File: config.mk
export PLATFORM = sky130hd
export DESIGN_NAME = deserializer
export DESIGN_NICKNAME = d
export VERILOG_FILES = /design/src/rtl/video_pkg.sv /design/src/rtl/ctrl_token_detect.sv /design/src/rtl/deserializer.sv
export SDC_FILE = /design/constraint.sdc
export NUM_CORES = 1
export LEC_CHECK = 0
export ABC_AREA = 1
export CORE_MARGIN = 2
export CORE_UTILIZATION = 53
export CTS_CLUSTER_SIZE = 14
export DETAILED_ROUTE_END_ITERATION = 16
export GPL_ROUTABILITY_DRIVEN = 0
export GPL_TIMING_DRIVEN = 1
export PLACE_DENSITY = 0.77
export SLEW_MARGIN = 20
export SYNTH_ARGS = -nofsm -noshare
export SYNTH_HDL_FRONTEND = slang
export SYNTH_SLANG_ARGS = --single-unit
File: constraint.sdc
create_clock -name clk -period 1.23 [get_ports clk]
set_input_delay 0.246 -clock clk [delete_from_list [all_inputs] [get_ports clk]]
set_output_delay 0.246 -clock clk [all_outputs]
set_load 0.01 [all_outputs]
File: src/rtl/video_pkg.sv
// Shared video-link definitions: TMDS control tokens, their {C1,C0} codes and
// the receive-deserializer state type.
package video_pkg;

  localparam logic [9:0] TOKEN_C00 = 10'b1101010100;
  localparam logic [9:0] TOKEN_C01 = 10'b0010101011;
  localparam logic [9:0] TOKEN_C10 = 10'b0101010100;
  localparam logic [9:0] TOKEN_C11 = 10'b1010101011;

  localparam logic [1:0] CTRL_C00 = 2'b00;
  localparam logic [1:0] CTRL_C01 = 2'b01;
  localparam logic [1:0] CTRL_C10 = 2'b10;
  localparam logic [1:0] CTRL_C11 = 2'b11;

  typedef enum logic [1:0] {
    HUNT   = 2'd0,
    VERIFY = 2'd1,
    LOCKED = 2'd2
  } deser_state_t;

endpackage

File: src/rtl/ctrl_token_detect.sv
// Combinational recogniser for the four TMDS control tokens; shared with the
// 10b/8b decoder.
module ctrl_token_detect
  import video_pkg::*;
(
  input  logic [9:0] word_i,
  output logic       is_ctrl_o,
  output logic [1:0] ctrl_o
);

  // Exact compare against each token; anything else is a data word.
  always_comb begin
    is_ctrl_o = 1'b0;
    ctrl_o    = CTRL_C00;
    case (word_i)
      TOKEN_C00: begin is_ctrl_o = 1'b1; ctrl_o = CTRL_C00; end
      TOKEN_C01: begin is_ctrl_o = 1'b1; ctrl_o = CTRL_C01; end
      TOKEN_C10: begin is_ctrl_o = 1'b1; ctrl_o = CTRL_C10; end
      TOKEN_C11: begin is_ctrl_o = 1'b1; ctrl_o = CTRL_C11; end
      default:   begin is_ctrl_o = 1'b0; ctrl_o = 2'b00;    end
    endcase
  end

endmodule

File: src/rtl/deserializer.sv
// 1:10 receive deserializer: finds the word boundary from blanking control
// tokens and emits aligned 10-bit words once every 10 bit-clocks while locked.
module deserializer
  import video_pkg::*;
#(
  parameter int unsigned LOCK_COUNT = 4
) (
  input  logic       clk,
  input  logic       rst,
  input  logic       serial,
  input  logic       realign,
  output logic [9:0] data,
  output logic       data_valid,
  output logic       is_ctrl,
  output logic [1:0] ctrl,
  output logic       locked
);

  localparam logic [3:0] LOCK_TARGET = LOCK_COUNT[3:0];

  logic [9:0]   sr_q, sr_d;
  logic [3:0]   bit_cnt_q, bit_cnt_d;
  logic [3:0]   match_cnt_q, match_cnt_d;
  deser_state_t state_q, state_d;
  logic [9:0]   data_q, data_d;
  logic         valid_q, valid_d;
  logic         is_ctrl_q, is_ctrl_d;
  logic [1:0]   ctrl_q, ctrl_d;
  logic         locked_q, locked_d;

  logic         tok_hit_s;
  logic [1:0]   tok_ctrl_s;
  logic         boundary_s;
  logic [3:0]   match_inc_s;

  ctrl_token_detect u_tok (
    .word_i    (sr_q),
    .is_ctrl_o (tok_hit_s),
    .ctrl_o    (tok_ctrl_s)
  );

  assign boundary_s  = (bit_cnt_q == 4'd9);
  assign match_inc_s = match_cnt_q + 4'd1;

  // Next-state: shifting, word counter, alignment FSM and output capture.
  always_comb begin
    sr_d        = {serial, sr_q[9:1]};
    bit_cnt_d   = boundary_s ? 4'd0 : (bit_cnt_q + 4'd1);
    match_cnt_d = match_cnt_q;
    state_d     = state_q;
    data_d      = data_q;
    valid_d     = 1'b0;
    is_ctrl_d   = is_ctrl_q;
    ctrl_d      = ctrl_q;

    if (realign) begin
      // A match seen while realigning is discarded; the counter keeps running.
      state_d     = HUNT;
      match_cnt_d = 4'd0;
    end else begin
      case (state_q)
        HUNT: begin
          if (tok_hit_s) begin
            bit_cnt_d   = 4'd0;
            match_cnt_d = 4'd1;
            state_d     = (LOCK_TARGET == 4'd1) ? LOCKED : VERIFY;
          end else begin
            state_d = HUNT;
          end
        end
        VERIFY: begin
          if (boundary_s && tok_hit_s) begin
            match_cnt_d = match_inc_s;
            state_d     = (match_inc_s >= LOCK_TARGET) ? LOCKED : VERIFY;
          end else if (boundary_s) begin
            match_cnt_d = 4'd0;
            state_d     = HUNT;
          end else begin
            state_d = VERIFY;
          end
        end
        LOCKED: begin
          state_d = LOCKED;
        end
        default: begin
          state_d     = HUNT;
          match_cnt_d = 4'd0;
        end
      endcase
    end

    // The word in flight is still delivered on the edge a realign arrives.
    if ((state_q == LOCKED) && boundary_s) begin
      data_d    = sr_q;
      valid_d   = 1'b1;
      is_ctrl_d = tok_hit_s;
      ctrl_d    = tok_ctrl_s;
    end else begin
      valid_d = 1'b0;
    end

    locked_d = (state_d == LOCKED);
  end

  // State and output registers with synchronous reset.
  always_ff @(posedge clk) begin
    if (rst) begin
      sr_q        <= 10'd0;
      bit_cnt_q   <= 4'd0;
      match_cnt_q <= 4'd0;
      state_q     <= HUNT;
      data_q      <= 10'd0;
      valid_q     <= 1'b0;
      is_ctrl_q   <= 1'b0;
      ctrl_q      <= 2'b00;
      locked_q    <= 1'b0;
    end else begin
      sr_q        <= sr_d;
      bit_cnt_q   <= bit_cnt_d;
      match_cnt_q <= match_cnt_d;
      state_q     <= state_d;
      data_q      <= data_d;
      valid_q     <= valid_d;
      is_ctrl_q   <= is_ctrl_d;
      ctrl_q      <= ctrl_d;
      locked_q    <= locked_d;
    end
  end

  assign data       = data_q;
  assign data_valid = valid_q;
  assign is_ctrl    = is_ctrl_q;
  assign ctrl       = ctrl_q;
  assign locked     = locked_q;

endmodule
# Yosys cells after proc, flatten, opt, wreduce, memory -nomap -nowiden
# Cells that the tools add are included.
dict set report word_totals {
  regBits 35
  ram_bits 0
  in_bits 4
  memories 0
  rom_bits 0
  latchBits 0
}
dict set report classes {
  bitwise_logic 1
  mux 17
  n_shift 0
  add_sub_neg 2
  n_div 0
  reduce_logical 6
  eq_ne 10
  order_cmp 1
  n_mul 0
}
# cell n
set op_table {}
lappend op_table {{2-to-1 mux 4 bit} 7}
lappend op_table {{== test 10 bit, second input constant} 2}
lappend op_table {{case mux 2 bit (3 select lines)} 2}
lappend op_table {{case mux 4 bit (3 select lines)} 1}
lappend op_table {{== test 10 x 8 -> 1 bit, second input constant} 1}
lappend op_table {{== test 10 x 9 -> 1 bit, second input constant} 1}
lappend op_table {{adder 4 x 1 -> 4 bit, second input constant} 2}
lappend op_table {{2-to-1 mux 2 bit} 3}
lappend op_table {{== test 2 bit, second input constant} 2}
lappend op_table {{== test 4 bit, second input constant} 1}
lappend op_table {{greater-or-equal comparator 4 x 3 -> 1 bit, second input constant} 1}
lappend op_table {{2-to-1 mux 1 bit} 4}
lappend op_table {{OR reduction 4 bit} 1}
lappend op_table {{!= test 3 bit, second input constant} 1}
lappend op_table {{AND reduction 3 bit} 1}
lappend op_table {{== test 2 x 1 -> 1 bit, second input constant} 1}
lappend op_table {{logical AND 1 bit} 2}
lappend op_table {{logical NOT 2 bit} 1}
lappend op_table {{!= test 2 bit, second input constant} 1}
lappend op_table {{OR reduction 2 bit} 1}
lappend op_table {{NOT 1 bit} 1}

# Longest topological paths before layout
dict set report depth {
  ltp_word 8
  ltp_mapped 10
}

# Modules after synthesis
# Synthesis repeated with hierarchy kept, for this count alone.
dict set report unflattened {
  cells_unflattened 192
  area_unflattened_um2 1502.7
}
# mod seq_area_each_um2 cells_each instances area_per_inst_um2
set by_module_without_submodules {}
lappend by_module_without_submodules {deserializer 700.7 161 1 1371.3}
lappend by_module_without_submodules {ctrl_token_detect 0.0 31 1 131.4}

# Worst setup path after synthesis
# Ideal clock, no wire load.
dict set report synth_path {
  path_type {reg-to-reg}
  from {register match_cnt_q[0]}
  to {register state_q[0]}
  arrival_ps 1071
  setup_time_ps 70
  setup_slack_ps 89
  period_less_slack_ps 1141
  path_stages_with_launch 9
  cell_sequence {dfxtp_1 ha_1 xnor2_1 inv_1 nor2_1 nand2_1 nand2_1 nand2_1 a21oi_1}
}
dict set report synth_between {
  elab_chain_cells 6
}
# item line_no
set synth_lines {}
lappend synth_lines {{from (decl)} deserializer.sv:23} ;# logic [3:0] match_cnt_q, match_cnt_d;
lappend synth_lines {{from (signal assigned)} deserializer.sv:120} ;# match_cnt_q <= match_cnt_d;
lappend synth_lines {{adder 4 x 1 -> 4 bit} deserializer.sv:43} ;# assign match_inc_s = match_cnt_q + 4'd1;
lappend synth_lines {{greater-or-equal comparator 4 x 3 -> 1 bit} deserializer.sv:74} ;# state_d = (match_inc_s >= LOCK_TARGET) ? LOCKED : VERIFY;
lappend synth_lines {{2-to-1 mux 2 bit} deserializer.sv:74}
lappend synth_lines {{2-to-1 mux 2 bit} deserializer.sv:72} ;# if (boundary_s && tok_hit_s) begin
lappend synth_lines {{case mux 2 bit (3 select lines)} deserializer.sv:61} ;# case (state_q)
lappend synth_lines {{2-to-1 mux 2 bit} deserializer.sv:56} ;# if (realign) begin
lappend synth_lines {{to (signal assigned)} deserializer.sv:121} ;# state_q <= state_d;
lappend synth_lines {{to (decl)} deserializer.sv:24} ;# deser_state_t state_q, state_d;
# Every way passes these cells.
# A chain may end at the register's enable or synchronous reset.

# Worst setup path in the final report
dict set report layout_path {
  from {register sr_q[8]}
  to {register match_cnt_q[2]}
}
dict set report layout_between {
  elab_chain_cells 6
  word_cells_on_any_way 12
  cone_classes {6 x eq/ne; 3 x mux; 3 x reduce/logical}
}
# item line_no
set layout_lines {}
lappend layout_lines {{from (decl)} deserializer.sv:21} ;# logic [9:0] sr_q, sr_d;
lappend layout_lines {{from (signal assigned)} deserializer.sv:118} ;# sr_q <= sr_d;
lappend layout_lines {{== test 10 bit (tied with other cells)} ctrl_token_detect.sv:15} ;# case (word_i)
lappend layout_lines {{OR reduction 4 bit (no source line) (*)} n/a}
lappend layout_lines {{2-to-1 mux 1 bit (*)} ctrl_token_detect.sv:15}
lappend layout_lines {{logical AND 1 bit} deserializer.sv:72}
lappend layout_lines {{!= test 3 bit (no source line) / 2-to-1 mux 4 bit (equally long branches)} n/a}
lappend layout_lines {{AND reduction 3 bit (no source line) / case mux 4 bit (3 select lines) (equally long branches)} n/a}
# Mark *: on every way between the ends. The rest lies on a longest branch, timed or not.

==> summary.txt <==
========================================================================================
Area Growth Syn to Fin                                                             32.6%
Max Buffers Root-to-Sink                                                               2
Instance count after placement with tap cells included                               255
Synth Area per Inst                                                             7.57 µm²
Non-filler cells, final                                                              270
Aggregate routed wire length                                                     3.29 mm
Share of layout cells above drive strength 1                                       35.1%
Most frequent CP cell                                                       sky130_fd_sc_hd__nand2_4
Reg clk slew, reported paths                                                     0.11 ns
Max Transition Viols Final                                                             0
Critical path class                                                         flip-flop to flip-flop
Final cell area excluding filler cells                                          1990 µm²
Pwr/cell area                                                                 928 nW/µm²
Number of vias in the routed layout                                                1,386
Routed Antenna Nets                                                                    0
Grt total ovfl                                                                         0
Area inside the core boundary                                                   2710 µm²
Maximum net fanout on the critical path                                                5
Number of antenna violations at the first check in global routing                      0
Share of the yosys chip area belonging to registers                                46.7%
Time the final worst path needs with I/O delays and setup                        1.27 ns
Async set or reset register ratio after synthesis                                     0%
Post-route clock skew                                                         0.00918 ns
Fin crit share                                                                      103%
Leakage power summed over all cells                                             0.849 nW
Most numerous cell in the Yosys netlist                                     sky130_fd_sc_hd__nor2_1
Dominant synthesized flop cell                                              sky130_fd_sc_hd__dfxtp_1
# IOs                                                                                 19
Number of max-cap violations                                                           0
Critical Path Max Stage Delay                                                    0.35 ns
Violations in the final reports                                             negative setup slack
Deepest level of the CTS H-tree                                                        2
Status                                                                      finished with violations
Filler Cells Inserted                                                                204
Average wire per cell in the routed design                                       12.2 µm
Final WS setup                                                                -0.0430 ns
Register area                                                                    727 µm²
Slew HR                                                                            72.4%
Aggregate global-route resource usage                                              20.7%
Count of buffers inserted at the top-level ports                                      18
Worst slack at placement                                                       -0.113 ns
Ratio of routed vias to standard cells                                              5.13
Worst min-delay path class                                                  input pin to flip-flop
Unique masters post-synth                                                             26
Netlist area before placement                                                   1500 µm²
Setup TNS Final                                                               -0.0982 ns
Initial DRC Count                                                                     41
Site Rows                                                                             19
Most area-hungry cell type in the Yosys netlist                             sky130_fd_sc_hd__dfxtp_1
Crit-path cells                                                             inv_2 > nand2_4 > nor2_4 > nand3_2 > nand2_4 > nand2_4 > nand2_4 > nand2_2 > nand2_1 > nor2_1
Category of cells accounting for the largest share of critical-path delay   simple AND/OR/NAND/NOR gates
Area occupied by multi-input gates                                               737 µm²
Crit end category                                                              flip-flop
Worst IR drop on VDD                                                          0.000938 V
Via count of the first global-routing pass                                         1,198
Data required time of the worst path                                             1.48 ns
Most used standard cells in the synthesized netlist                         36 x sky130_fd_sc_hd__nor2_1, 35 x sky130_fd_sc_hd__dfxtp_1, 35 x sky130_fd_sc_hd__nand2_1
Hold_buf cts                                                                           0
Critical path data arrival time                                                  1.52 ns
Initial standard-cell utilization of the core                                      55.3%
EDFF count, synth                                                                      0
Setup repair after global routing missed its margin                                  yes
Global-route wire length before repair                                           5.20 mm
Area share of the largest cell type after synthesis                                46.7%
Insertion delay of the later-clocked pin in the worst-skew pair                  0.34 ns
Worst hold margin                                                               0.434 ns
Post-layout net count                                                                243
CTS root buf                                                                sky130_fd_sc_hd__clkbuf_4
Final Hold Vio Count                                                                   0
Synth top area cells                                                        sky130_fd_sc_hd__dfxtp_1 47%, sky130_fd_sc_hd__nor2_1 9.0%, sky130_fd_sc_hd__nand2_1 8.8%
Largest net degree at the start of global routing                                     21
Post-Synthesis Net Count                                                             203
Cell with the largest stage delay on the worst path                         sky130_fd_sc_hd__dfxtp_2
CTS tree                                                                            done
Number of iterations in the first detailed-routing pass                                5
Fmax                                                                           0.786 GHz
Number of design rule violations left after detail routing                             0
Critical path startpoint category                                              flip-flop
Number of buffers and inverters on the critical path                                   1
Warnings from Yosys                                                                    0
Post-DP Area                                                                    1790 µm²
Antenna diode count                                                                    0
Measured slew at the worst slew-check pin                                       0.413 ns
Cells after Synth                                                                    198
Die Ht                                                                           57.2 µm
Number of register bits inferred by synthesis                                         35
Area of the die                                                                 3270 µm²
Setup violators final                                                                  3
Clock buffer count from CTS                                                            5
Number of clock sinks                                                                 35
Placed wire-length estimate after detailed placement                             2.25 mm
Die Wd                                                                           57.2 µm
========================================================================================
==> layer usage <==
layer	vias up	wire (µm)	GRT usage, %
met5	-	0	0
met4	0	58	8.64
met3	10	189	7.94
met2	41	1590	31.0
met1	635	1450	26.8
li1	700	-	-
==> area by class of cell <==
class	instances	area share, %
clock buffer	6	2.08
multi-input combinational	129	37.1
inverter	29	5.48
clock inverter	2	0.629
sequential	35	36.6
timing repair buffer	38	16.2
tap	31	1.95
==> cells by family after synthesis <==
family          count (synthesis)  share of synthesized area (%)
buf+inv                        34                           9.60
flops                          35                           46.7
simple gates                   99                           31.6
xor+xnor                        3                           1.75
fa+ha+maj                       1                          0.835
compound gates                 26                           9.52
==> through the flow <==
stage | utilization, % | total power, mW
final | 73.4 | 1.85
after global routing | 73.4 | 1.92
after CTS | 69.5 | 1.85
after detailed placement | 66.2 | 1.27
after global placement | 66.2 | 1.26
after floorplan | - | 1.23
==> worst reg2reg max path, delay by kind of cell (launching register included) <==
family | cells | cell delay [ns]
DFF | 1 | 0.35
and+or+nand+nor | 9 | 0.74
buffers and inverters | 1 | 0.08
==> layout by cell type, fill, tap and decap left out, drive strengths merged <==
cell	netlist	final
nand4	6	6
clkdlybuf4s50	0	3
clkbuf	1	10
dfxtp	35	35
clkinv	2	2
nand2	38	38
a21boi	2	2
nand3b	2	2
clkdlybuf4s15	0	8
dlygate4sd2	0	3
clkinvlp	0	1
buf	4	20
o21ai	9	9
a21oi	15	15
nand3	14	14
inv	27	28
xnor2	2	2
ha	1	1
nor2	39	39
xor2	1	1
==> report_power, final <==
group | internal (mW) | total [mW] | leakage [nW] | switching (mW)
clock network | 0.220 | 0.600 | 0.0282 | 0.380
registers | 1.14 | 1.15 | 0.291 | 0.0136
logic | 0.0436 | 0.0921 | 0.530 | 0.0486
==> path summary, 6_finish.rpt <==
path                    endpoint  slack, ns  cells after the start    start
hold reg to reg          data[9]       0.47                      2  data[9]
setup reg to reg  match_cnt_q[2]      -0.04                     10  sr_q[8]
hold / removal           sr_q[9]       0.43                      3   serial
setup / recovery  match_cnt_q[2]      -0.04                     10  sr_q[8]
==> state kept, by name, indices dropped and copies added, names as in the netlist, 2 cells and up <==
register,cells
sr_q,10
state_q,2
ctrl,2
data,10
match_cnt_q,4
bit_cnt_q,4
==> timing repair <==
item	in CTS	in global routing
resized for setup	29	49
buffers inserted	4	3
setup endpoints to repair	26	37
pin swaps	4	17
Note: power is estimated with default switching activity, not from simulation.
